===== src/rtl/axi_pkg.sv =====
// rtl/axi_pkg.sv - shared read-arbiter types, address map and slave index constants
//
// Purpose: holds the per-slave FSM state enum, the slave index constants,
// the address map boundaries and the address decode helper used by
// read_arbiter.
// Ports: none (package).

package axi_pkg;

    typedef enum logic [1:0] {
        ST_IDLE = 2'd0,
        ST_ADDR = 2'd1,
        ST_DATA = 2'd2
    } rd_state_e;

    localparam int SLV_ROM     = 0;
    localparam int SLV_IM      = 1;
    localparam int SLV_DM      = 2;
    localparam int SLV_WDT     = 3;
    localparam int SLV_DMA     = 4;
    localparam int SLV_DRAM    = 5;
    localparam int SLV_DEFAULT = 6;

    localparam logic [31:0] ROM_LO  = 32'h0000_0000;
    localparam logic [31:0] ROM_HI  = 32'h0000_3FFF;
    localparam logic [31:0] IM_LO   = 32'h0001_0000;
    localparam logic [31:0] IM_HI   = 32'h0001_FFFF;
    localparam logic [31:0] DM_LO   = 32'h0002_0000;
    localparam logic [31:0] DM_HI   = 32'h0002_FFFF;
    localparam logic [31:0] WDT_LO  = 32'h1001_0000;
    localparam logic [31:0] WDT_HI  = 32'h1001_03FF;
    localparam logic [31:0] DMA_LO  = 32'h1002_0000;
    localparam logic [31:0] DMA_HI  = 32'h1002_03FF;
    localparam logic [31:0] DRAM_LO = 32'h2000_0000;
    localparam logic [31:0] DRAM_HI = 32'h201F_FFFF;

    // Map a read address onto a slave index; unmapped space goes to the
    // default slave.
    function automatic int decode_slave(input logic [31:0] addr);
        if (addr >= ROM_LO && addr <= ROM_HI)        return SLV_ROM;
        else if (addr >= IM_LO && addr <= IM_HI)     return SLV_IM;
        else if (addr >= DM_LO && addr <= DM_HI)     return SLV_DM;
        else if (addr >= WDT_LO && addr <= WDT_HI)   return SLV_WDT;
        else if (addr >= DMA_LO && addr <= DMA_HI)   return SLV_DMA;
        else if (addr >= DRAM_LO && addr <= DRAM_HI) return SLV_DRAM;
        else                                         return SLV_DEFAULT;
    endfunction

endpackage


===== src/rtl/slave_read_arb.sv =====
// rtl/slave_read_arb.sv - per-slave read grant FSM with round-robin pointer
//
// Purpose: one IDLE/ADDR/DATA FSM for a single slave. In IDLE it picks a
// round-robin winner among the eligible masters; it holds that owner
// through the address handshake and until the RLAST handshake completes.
// Ports:
//   clk, reset   - clock, synchronous active-high reset
//   eligible     - masters currently allowed to be granted by this slave
//   arvalid      - ARVALID per master, extended by a zero dummy entry
//   rready       - RREADY per master, including the dummy entry
//   arready      - this slave's ARREADY
//   rvalid       - this slave's RVALID
//   rlast        - this slave's RLAST
//   sel          - registered owner index (NUM_M when idle)
//   busy         - high in ADDR/DATA

import axi_pkg::*;

module slave_read_arb #(
    parameter int NUM_M     = 3,
    parameter int SIDX_BITS = 2
) (
    input  logic                 clk,
    input  logic                 reset,
    input  logic [NUM_M-1:0]     eligible,
    input  logic [NUM_M:0]       arvalid,
    input  logic [NUM_M:0]       rready,
    input  logic                 arready,
    input  logic                 rvalid,
    input  logic                 rlast,
    output logic [SIDX_BITS-1:0] sel,
    output logic                 busy
);

    rd_state_e            state_q, state_d;
    logic [SIDX_BITS-1:0] owner_q, owner_d;
    logic [SIDX_BITS-1:0] ptr_q, ptr_d;
    logic [SIDX_BITS-1:0] cand;
    logic [SIDX_BITS-1:0] win;
    logic                 found;

    always_ff @(posedge clk) begin
        if (reset) begin
            state_q <= ST_IDLE;
            owner_q <= SIDX_BITS'(NUM_M);
            ptr_q   <= '0;
        end else begin
            state_q <= state_d;
            owner_q <= owner_d;
            ptr_q   <= ptr_d;
        end
    end

    always_comb begin
        state_d = state_q;
        owner_d = owner_q;
        ptr_d   = ptr_q;
        cand    = '0;
        win     = '0;
        found   = 1'b0;

        // Search starts at the pointer and wraps through all masters.
        for (int i = 0; i < NUM_M; i++) begin
            cand = SIDX_BITS'((int'(ptr_q) + i) % NUM_M);
            if (!found && eligible[cand]) begin
                found = 1'b1;
                win   = cand;
            end
        end

        case (state_q)
            ST_IDLE: begin
                if (found) begin
                    state_d = ST_ADDR;
                    owner_d = win;
                    ptr_d   = (win == SIDX_BITS'(NUM_M - 1)) ? '0 : win + 1'b1;
                end
            end
            ST_ADDR: begin
                // A withdrawn ARVALID keeps the grant; only the handshake moves on.
                if (arvalid[owner_q] && arready) begin
                    state_d = ST_DATA;
                end
            end
            ST_DATA: begin
                if (rvalid && rready[owner_q] && rlast) begin
                    state_d = ST_IDLE;
                    owner_d = SIDX_BITS'(NUM_M);
                end
            end
            default: begin
                state_d = ST_IDLE;
                owner_d = SIDX_BITS'(NUM_M);
            end
        endcase
    end

    // The owner register doubles as the select output, so it is
    // purely registered.
    assign sel  = owner_q;
    assign busy = (state_q != ST_IDLE);

endmodule


===== src/rtl/read_arbiter.sv =====
// rtl/read_arbiter.sv - multi-master, multi-slave AXI read channel arbiter
//
// Purpose: decodes each master's read address, works out which masters are
// free to be granted, and runs one slave_read_arb per slave (the last one
// being the default slave). Ownership from all slaves is merged into the
// per-master select.
// Ports:
//   ACLK, ARESET - clock, synchronous active-high reset
//   ARVALID_M    - per-master read-address valid
//   ARADDR_M     - per-master read address
//   ARREADY_S    - slave ARREADY, index 0 unused, index k = slave k-1
//   RVALID_S     - slave RVALID, same indexing
//   RLAST_S      - slave RLAST, same indexing
//   RREADY_M     - master RREADY, index NUM_M is the dummy master
//   SRIdx        - per-slave selected master, NUM_M when idle
//   MRIdx        - per-master selected slave port, 0 = none, k = slave k-1

import axi_pkg::*;

module read_arbiter #(
    parameter int NUM_M     = 3,
    parameter int NUM_S     = 6,
    parameter int MIDX_BITS = 3,
    parameter int SIDX_BITS = 2
) (
    input  logic                                ACLK,
    input  logic                                ARESET,
    input  logic [NUM_M-1:0]                    ARVALID_M,
    input  logic [NUM_M-1:0][31:0]              ARADDR_M,
    input  logic [NUM_S+1:0]                    ARREADY_S,
    input  logic [NUM_S+1:0]                    RVALID_S,
    input  logic [NUM_S+1:0]                    RLAST_S,
    input  logic [NUM_M:0]                      RREADY_M,
    output logic [NUM_S:0][SIDX_BITS-1:0]       SRIdx,
    output logic [NUM_M-1:0][MIDX_BITS-1:0]     MRIdx
);

    logic [MIDX_BITS-1:0] tgt  [NUM_M];
    logic [NUM_M-1:0]     elig [NUM_S+1];
    logic [NUM_M-1:0]     owned;
    logic [NUM_S:0]       busy;
    logic [NUM_M:0]       arvalid_ext;
    logic                 unused_port0;

    // Port 0 of the slave-side vectors carries no slave.
    assign unused_port0 = ARREADY_S[0] ^ RVALID_S[0] ^ RLAST_S[0];

    assign arvalid_ext = {1'b0, ARVALID_M};

    always_comb begin
        for (int m = 0; m < NUM_M; m++) begin
            if (decode_slave(ARADDR_M[m]) < NUM_S) begin
                tgt[m] = MIDX_BITS'(decode_slave(ARADDR_M[m]));
            end else begin
                tgt[m] = MIDX_BITS'(NUM_S);
            end
        end
    end

    // Ownership comes only from registered slave state, so MRIdx has no
    // input-to-output path and a released master is free the next cycle.
    always_comb begin
        owned = '0;
        MRIdx = '0;
        for (int s = 0; s <= NUM_S; s++) begin
            for (int m = 0; m < NUM_M; m++) begin
                if (busy[s] && (SRIdx[s] == SIDX_BITS'(m))) begin
                    owned[m] = 1'b1;
                    MRIdx[m] = MIDX_BITS'(s + 1);
                end
            end
        end
    end

    always_comb begin
        for (int s = 0; s <= NUM_S; s++) begin
            for (int m = 0; m < NUM_M; m++) begin
                elig[s][m] = ARVALID_M[m] && (tgt[m] == MIDX_BITS'(s)) && !owned[m];
            end
        end
    end

    for (genvar s = 0; s <= NUM_S; s++) begin : g_slv
        slave_read_arb #(
            .NUM_M     (NUM_M),
            .SIDX_BITS (SIDX_BITS)
        ) u_arb (
            .clk      (ACLK),
            .reset    (ARESET),
            .eligible (elig[s]),
            .arvalid  (arvalid_ext),
            .rready   (RREADY_M),
            .arready  (ARREADY_S[s+1]),
            .rvalid   (RVALID_S[s+1]),
            .rlast    (RLAST_S[s+1]),
            .sel      (SRIdx[s]),
            .busy     (busy[s])
        );
    end

endmodule


===== config.mk =====
export PLATFORM = sky130hd
export DESIGN_NAME = read_arbiter
export DESIGN_NICKNAME = d
export VERILOG_FILES = /design/src/rtl/axi_pkg.sv /design/src/rtl/slave_read_arb.sv /design/src/rtl/read_arbiter.sv
export SDC_FILE = /design/constraint.sdc
export NUM_CORES = 1
export LEC_CHECK = 0
export BUFFER_PORTS_ARGS = -buffer_cell sky130_fd_sc_hd__buf_2
export CAP_MARGIN = 20
export CORE_UTILIZATION = 45
export CTS_BUF_LIST = sky130_fd_sc_hd__clkbuf_2
export CTS_CLUSTER_SIZE = 8
export DETAILED_ROUTE_END_ITERATION = 7
export PLACE_DENSITY_LB_ADDON = 0.3
export SYNTH_ARGS = -nofsm -noshare
export SYNTH_HDL_FRONTEND = slang
export SYNTH_SLANG_ARGS = --single-unit

===== constraint.sdc =====
create_clock -name ACLK -period 3.4 [get_ports ACLK]
set_clock_uncertainty 0.1 [all_clocks]
set_input_delay 0.17 -clock ACLK [delete_from_list [all_inputs] [get_ports ACLK]]
set_output_delay 0.17 -clock ACLK [all_outputs]
set_load 0.1 [all_outputs]

==> impl_metrics.ini, run 1 <==
[worst_setup_path]
critPathArrivalTime_ps = 3360
reg2reg_from = g_slv[4].u_arb.sel[0]
crit_type = reg -> reg
crit_path_max_fanout = 9
worstPathBufferInverterCount = 0
critPathTopFamily = compound AO/OA/AOI/OAI gates
crit_path_end_kind = flop
setup.worst_path.start_class = flop
reg2reg_slack_ps = 290
cp.required_ps = 3650
r2r-end = g_slv[2].u_arb.ptr_q[1]
cp_slowest_stage_delay_ps = 650
r2r_cells = 9
slowest_stage = dfxtp_1
crit_chain = nor2b_1, a2bb2oi_2, nand4_1, nor3_1, a22oi_1, maj3_2, a211oi_4, mux2_1, nor2_1

[place]
place.gp.congestion = 0.9213
dp_hpwl_um = 10690
port_buffers = 118

[cells_and_area]
syn_to_final_growth_pct = 19.01
fill_cells = 960
layout.nets = 832
antenna_cells = 0
drive_gt1_frac = 0.2913

[routing]
wl_um = 13380
drtPass1Iterations = 6
wl_per_cell_um = 16.25
postRouteAntennaNets = 0
drt_iter0_drc = 352
via_count = 4981
vias_per_cell = 6.052
drc = 0

[clock_network]
worstSkewPairLatency_ps = 400
cts-root-buf = clkbuf_2
clk_path_buf_depth = 2
htree_levels = 2
ctsResizeCount = 0
cts_tree = done
path_clk_slew_ps = 220
clock_sinks = 42
numCtsBuffers = 5

[synth]
syn-num-nets = 709
yosysTopAreaCell = dfxtp_1
synthFlopType = dfxtp_1
synth_common_cells = nor2_1 (60), nand2_1 (44), dfxtp_1 (42)
async_flop_share = 0
synth_edf_count = 0
syn-cell-area_mm2 = 0.004554
synth_area_leaders = dfxtp_1 (18%), nor2_1 (4.9%), ha_1 (3.8%)
synth_top_area_share = 0.1846
synth_most_common_cell = nor2_1
synth_seq_area_share = 0.1846
avgSynthCellArea_um2 = 8.047
yosysWarnings = 0
ys_ff_latch = 42
ys_types = 90
syn_inst = 566

[global_route]
antenna_found_initial = 0
grt_overflow = 0
grt_max_degree = 42
grt_pass1_vias = 4727
grt.total_usage = 0.2618
grt_pass1_wl_um = 21850

[floorplan]
die_area_mm2 = 0.01053
die_h_um = 102.6
die_x_um = 102.6
core_area_mm2 = 0.009774
ios = 152
initial_core_util = 0.4659
rows = 36

[sta]
rsz0062_at_grt = no
slew_violations = 0
finalSetupViolCount = 0
fin_crit_ps = 3114
hold_viol = 0
fin_crit_sh = 0.9158
slew_headroom = 0.5636
setup_tns_ps = 0
worstMarginPinSlew_ps = 638.1
max_freq_mhz = 321.2
whs_ps = 30.22

[hold_path]
whs_path_depth = 3
worstHoldStart = ARREADY_S[2]
min_to = g_slv[1].u_arb.state_q[0]
worst_hold_path_type = in -> reg

[pwr]
powerDensity_mw_per_mm2 = 276.6
p_leak_nw = 2.135
vdd_ir_drop_max_v = 0.0002864

[outcome]
outcome = finished, final reports clean

[flow_run]
cap_viol_max_count = 0
-- layout by cell type (no fill, tap or decap), drive strengths merged, types with 6 or more instances in the layout --
master	n
buf	128
nor2	61
nand2	44
dfxtp	42
inv	35
nor3	33
a21oi	30
o21ai	25
nor4	22
mux2i	15
nand3	15
ha	14
a31oi	14
nand4	12
a211oi	12
nand2b	10
nor3b	10
maj3	9
and3	8
o31ai	8
and2	8
nor2b	7
mux4	7
dlygate4sd3	7
or2	7
clkbuf	6
-- repair_timing --
| action | 4_1_cts | 5_1_grt |
|---|---|---|
| endpoints found under the hold margin | 8 | 0 |
| hold buffers | 7 | 0 |
| setup buffers | 0 | 0 |
-- metrics by stage --
step	setup WS [ps]	instance area, um2	util	total power, W	std cells
after floorplan	3.973	4567	-	0.001086	566
after global placement	438.9	5311	0.5434	0.001264	808
after detailed placement	338.7	5311	0.5434	0.001283	808
after CTS	326.5	5420	0.5545	0.001509	823
after global routing	125.7	5420	0.5545	0.001579	823
final	286.2	5420	0.5545	0.001499	823
-- sequential cells by signal, summed over array words and instances (netlist names) --
signal               count
g_slv.u_arb.ptr_q       14
g_slv.u_arb.sel         14
g_slv.u_arb.state_q     14
-- worst max-delay path by stage --
| stage | start | endpoint | slack [ps] | cells after the start |
|---|---|---|---|---|
| finish | g_slv[4].u_arb.sel[0] | g_slv[2].u_arb.ptr_q[1] | 290 | 9 |
| global route | g_slv[5].u_arb.state_q[1] | g_slv[0].u_arb.sel[1] | 130 | 10 |
| CTS | g_slv[4].u_arb.sel[0] | g_slv[2].u_arb.ptr_q[1] | 330 | 9 |
| detailed placement | g_slv[4].u_arb.sel[0] | g_slv[3].u_arb.ptr_q[1] | 340 | 8 |
| global placement | g_slv[2].u_arb.sel[0] | g_slv[3].u_arb.ptr_q[1] | 440 | 8 |
| floorplan | g_slv[4].u_arb.sel[0] | g_slv[3].u_arb.ptr_q[1] | 4 | 9 |
-- report_power, final --
part / switching [W] / leakage (nW) / total [W] / internal [W]
clock network: 0.000166 / 0.0304 / 0.000217 / 0.0000507
registers: 0.0000383 / 0.338 / 0.000560 / 0.000521
logic: 0.000486 / 1.77 / 0.000723 / 0.000237
total: 0.000690 / 2.14 / 0.00150 / 0.000809
-- per-layer routing --
metal	share of wire	GRT usage	wire length (um)	vias up
met3	0.068	0.04000	913	21
met4	0.013	0.05165	180	0
li1	-	-	-	2408
met5	0	0	0	-
met1	0.42	0.3259	5670	2394
met2	0.49	0.4764	6611	158
-- worst register-to-register path: cells and delay by family (launching register included) --
kind,cells,cell delay [ps]
flip-flops,1,650
multiplexers,1,370
adder cells (fa/ha/maj),1,380
AO/OA/AOI/OAI,3,850
AND/OR/NAND/NOR,4,730
-- cells by family (layout without fill, tap and decap cells) --
family | after synthesis | after routing | share of synthesized area
buffers and inverters | 55 | 179 | 0.04890
adder cells (fa/ha/maj) | 23 | 23 | 0.05879
AND/OR/NAND/NOR | 253 | 253 | 0.3379
flip-flops | 42 | 42 | 0.1846
AO/OA/AOI/OAI | 166 | 166 | 0.2898
multiplexers | 27 | 27 | 0.07994
-- layout make-up --
cell class	count	area (um2)	share of cell area
multi-input cells	469	3497	0.6452
flip-flops and latches	42	847.1	0.1563
repair buffers	135	735.7	0.1357
well taps	133	166.4	0.03070
inverters	36	135.1	0.02493
clock buffers	6	30.03	0.005540
clock inverters	2	8.758	0.001616
Power figures use the tool's default switching activity.
==> run 2: changes to the inputs <==
--- a/config.mk
+++ b/config.mk
@@ -12,6 +12,8 @@
 export CTS_CLUSTER_SIZE = 8
 export DETAILED_ROUTE_END_ITERATION = 7
 export PLACE_DENSITY_LB_ADDON = 0.3
+export SETUP_SLACK_MARGIN = 0.3
+export SLEW_MARGIN = 20
 export SYNTH_ARGS = -nofsm -noshare
 export SYNTH_HDL_FRONTEND = slang
 export SYNTH_SLANG_ARGS = --single-unit
==> run 2 against run 1 <==
Power is 0.66% higher. Cell area rose by 0.74%. Wire length up 0.12%. Global-route usage decreased by 0.069 points. Non-clock buffer count down 2. Sequential share of layout area increased by 0.27 points. Maximum frequency is 5.7% higher. Core utilization rose by 0.41 points. Via count fell by 0.54%. Hold slack worse by 8.7 ps.
==> impl_metrics.ini, run 2 (same netlist as run 1, synthesis figures left out) <==
[place]
port_buffers = 118
place.gp.congestion = 0.8986
dp_hpwl_um = 10670
dp.cells = 804

[clock_network]
clock_sinks = 42
numCtsBuffers = 5
worstSkewPairLatency_ps = 410
cts_tree = done
htree_levels = 2
cts-root-buf = clkbuf_2
path_clk_slew_ps = 210
clk_path_buf_depth = 2

[flow_run]
cap_viol_max_count = 0

[worst_setup_path]
cp.required_ps = 3610
critPathArrivalTime_ps = 3160
cp_slowest_stage_delay_ps = 460
worstPathBufferInverterCount = 0
crit_path_max_fanout = 7
crit_path_end_kind = flop
setup.worst_path.start_class = flop
crit_type = reg -> reg
crit_chain = or2_4, a32oi_4, nand4_4, nor3_2, a31oi_4, a311o_1, a211oi_4, mux2i_1, nor2_1
critPathTopFamily = compound AO/OA/AOI/OAI gates
slowest_stage = nor3_2

[routing]
drtPass1Iterations = 5
wl_per_cell_um = 16.31
vias_per_cell = 6.034
drt_iter0_drc = 275
wl_um = 13390
drc = 0
postRouteAntennaNets = 0
via_count = 4954

[global_route]
grt.total_usage = 0.2611
antenna_found_initial = 0
grt_overflow = 0
grt_pass1_vias = 4682
grt_pass1_wl_um = 21630
grt_max_degree = 41

[sta]
hold_viol = 0
slew_violations = 0
setup_tns_ps = 0
max_freq_mhz = 339.5
finalSetupViolCount = 0
fin_crit_ps = 2945
worstMarginPinSlew_ps = 630.7
fin_crit_sh = 0.8662
slew_headroom = 0.5791
rsz0062_at_grt = yes

[cells_and_area]
layout.nets = 830
antenna_cells = 0
final_cells = 821
layout_commonest_cell = buf_2
drive_gt1_frac = 0.3140
mostFrequentLayoutCells = buf_2 (118), nor2_1 (57), nand2_1 (44)
syn_to_final_growth_pct = 19.89

[pwr]
seqPwrFrac = 0.372
p_int_w = 0.0008086
total_power_w = 0.001509
powerDensity_mw_per_mm2 = 276.4
p_leak_nw = 2.133
p_switching_w = 0.0007005
p_comb_frac = 0.490
switching_share = 0.4642
clockPowerShare = 0.138
vdd_ir_drop_max_v = 0.0003071

[floorplan]
die_x_um = 102.6
die_h_um = 102.6
die_area_mm2 = 0.01053
rows = 36
ios = 152
core_area_mm2 = 0.009774
initial_core_util = 0.4659

[hold_path]
worst_hold_path_type = in -> reg

[outcome]
outcome = finished, final reports clean
run 2: cell types whose count changed in the layout (fill, tap and decap cells not counted), sizes merged:
cell         previous run  this run
clkbuf                  6         5
dlygate4sd3             7         5
clkinv                  3         4
run 2: final timing paths:
check                                 start                         to  slack (ps)  depth (start not counted)
setup / recovery  g_slv[4].u_arb.state_q[1]    g_slv[5].u_arb.ptr_q[1]         450                          9
hold / removal                 ARREADY_S[7]  g_slv[6].u_arb.state_q[1]          20                          4
setup reg to reg  g_slv[4].u_arb.state_q[1]    g_slv[5].u_arb.ptr_q[1]         450                          9
hold reg to reg     g_slv[0].u_arb.ptr_q[0]    g_slv[0].u_arb.ptr_q[0]         400                          2
run 2: power groups by stage:
stage | Combinational (W) | Sequential [W] | Clock (W)
2_1_floorplan | 0.000467 | 0.000620 | 0
3_3_place_gp | 0.000700 | 0.000566 | 0
3_5_place_dp | 0.000714 | 0.000569 | 0
4_1_cts | 0.000722 | 0.000558 | 0.000214
5_1_grt | 0.000793 | 0.000568 | 0.000228
6_report | 0.000739 | 0.000562 | 0.000208
run 2: final cells by class:
type                       instances  area, um2
clock inverter                     3      11.26
fill                             968       4314
inverter                          36      135.1
sequential                        42      868.3
clock buffer                       5      25.02
multi-input combinational        469       3538
timing repair buffer             133      715.7
tap                              133      166.4
run 2: per-stage QoR:
step	hold WS [ps]	setup slack (ps)	instance area [um2]	utilization
final	21.49	454.8	5460	0.5586
after global routing	12.35	288.2	5460	0.5586
after CTS	2.446	316.6	5393	0.5517
after detailed placement	373.0	352.2	5306	0.5429
after global placement	360.6	431.4	5306	0.5429
after floorplan	244.6	303.9	4592	-
run 2: metal layers:
metal,wire (um),track usage,vias to the layer above
li1,-,-,2410
met1,5623,0.3175,2328
met2,6375,0.4467,175
met3,953,0.05627,41
met4,440,0.1055,0
met5,0,0,-
run 2: timing repair:
action | 4_1_cts | 5_1_grt
buffers inserted | 0 | 4
setup endpoints to repair | 0 | 21
resized for setup | 0 | 9
endpoints found under the hold margin | 6 | 0
hold buffers | 5 | 0
run 2: tightest hold or removal path: stages:
cell,delay (ps)
buf_2,90
o21ai_0,90
o21a_1,120
nor3_1,40
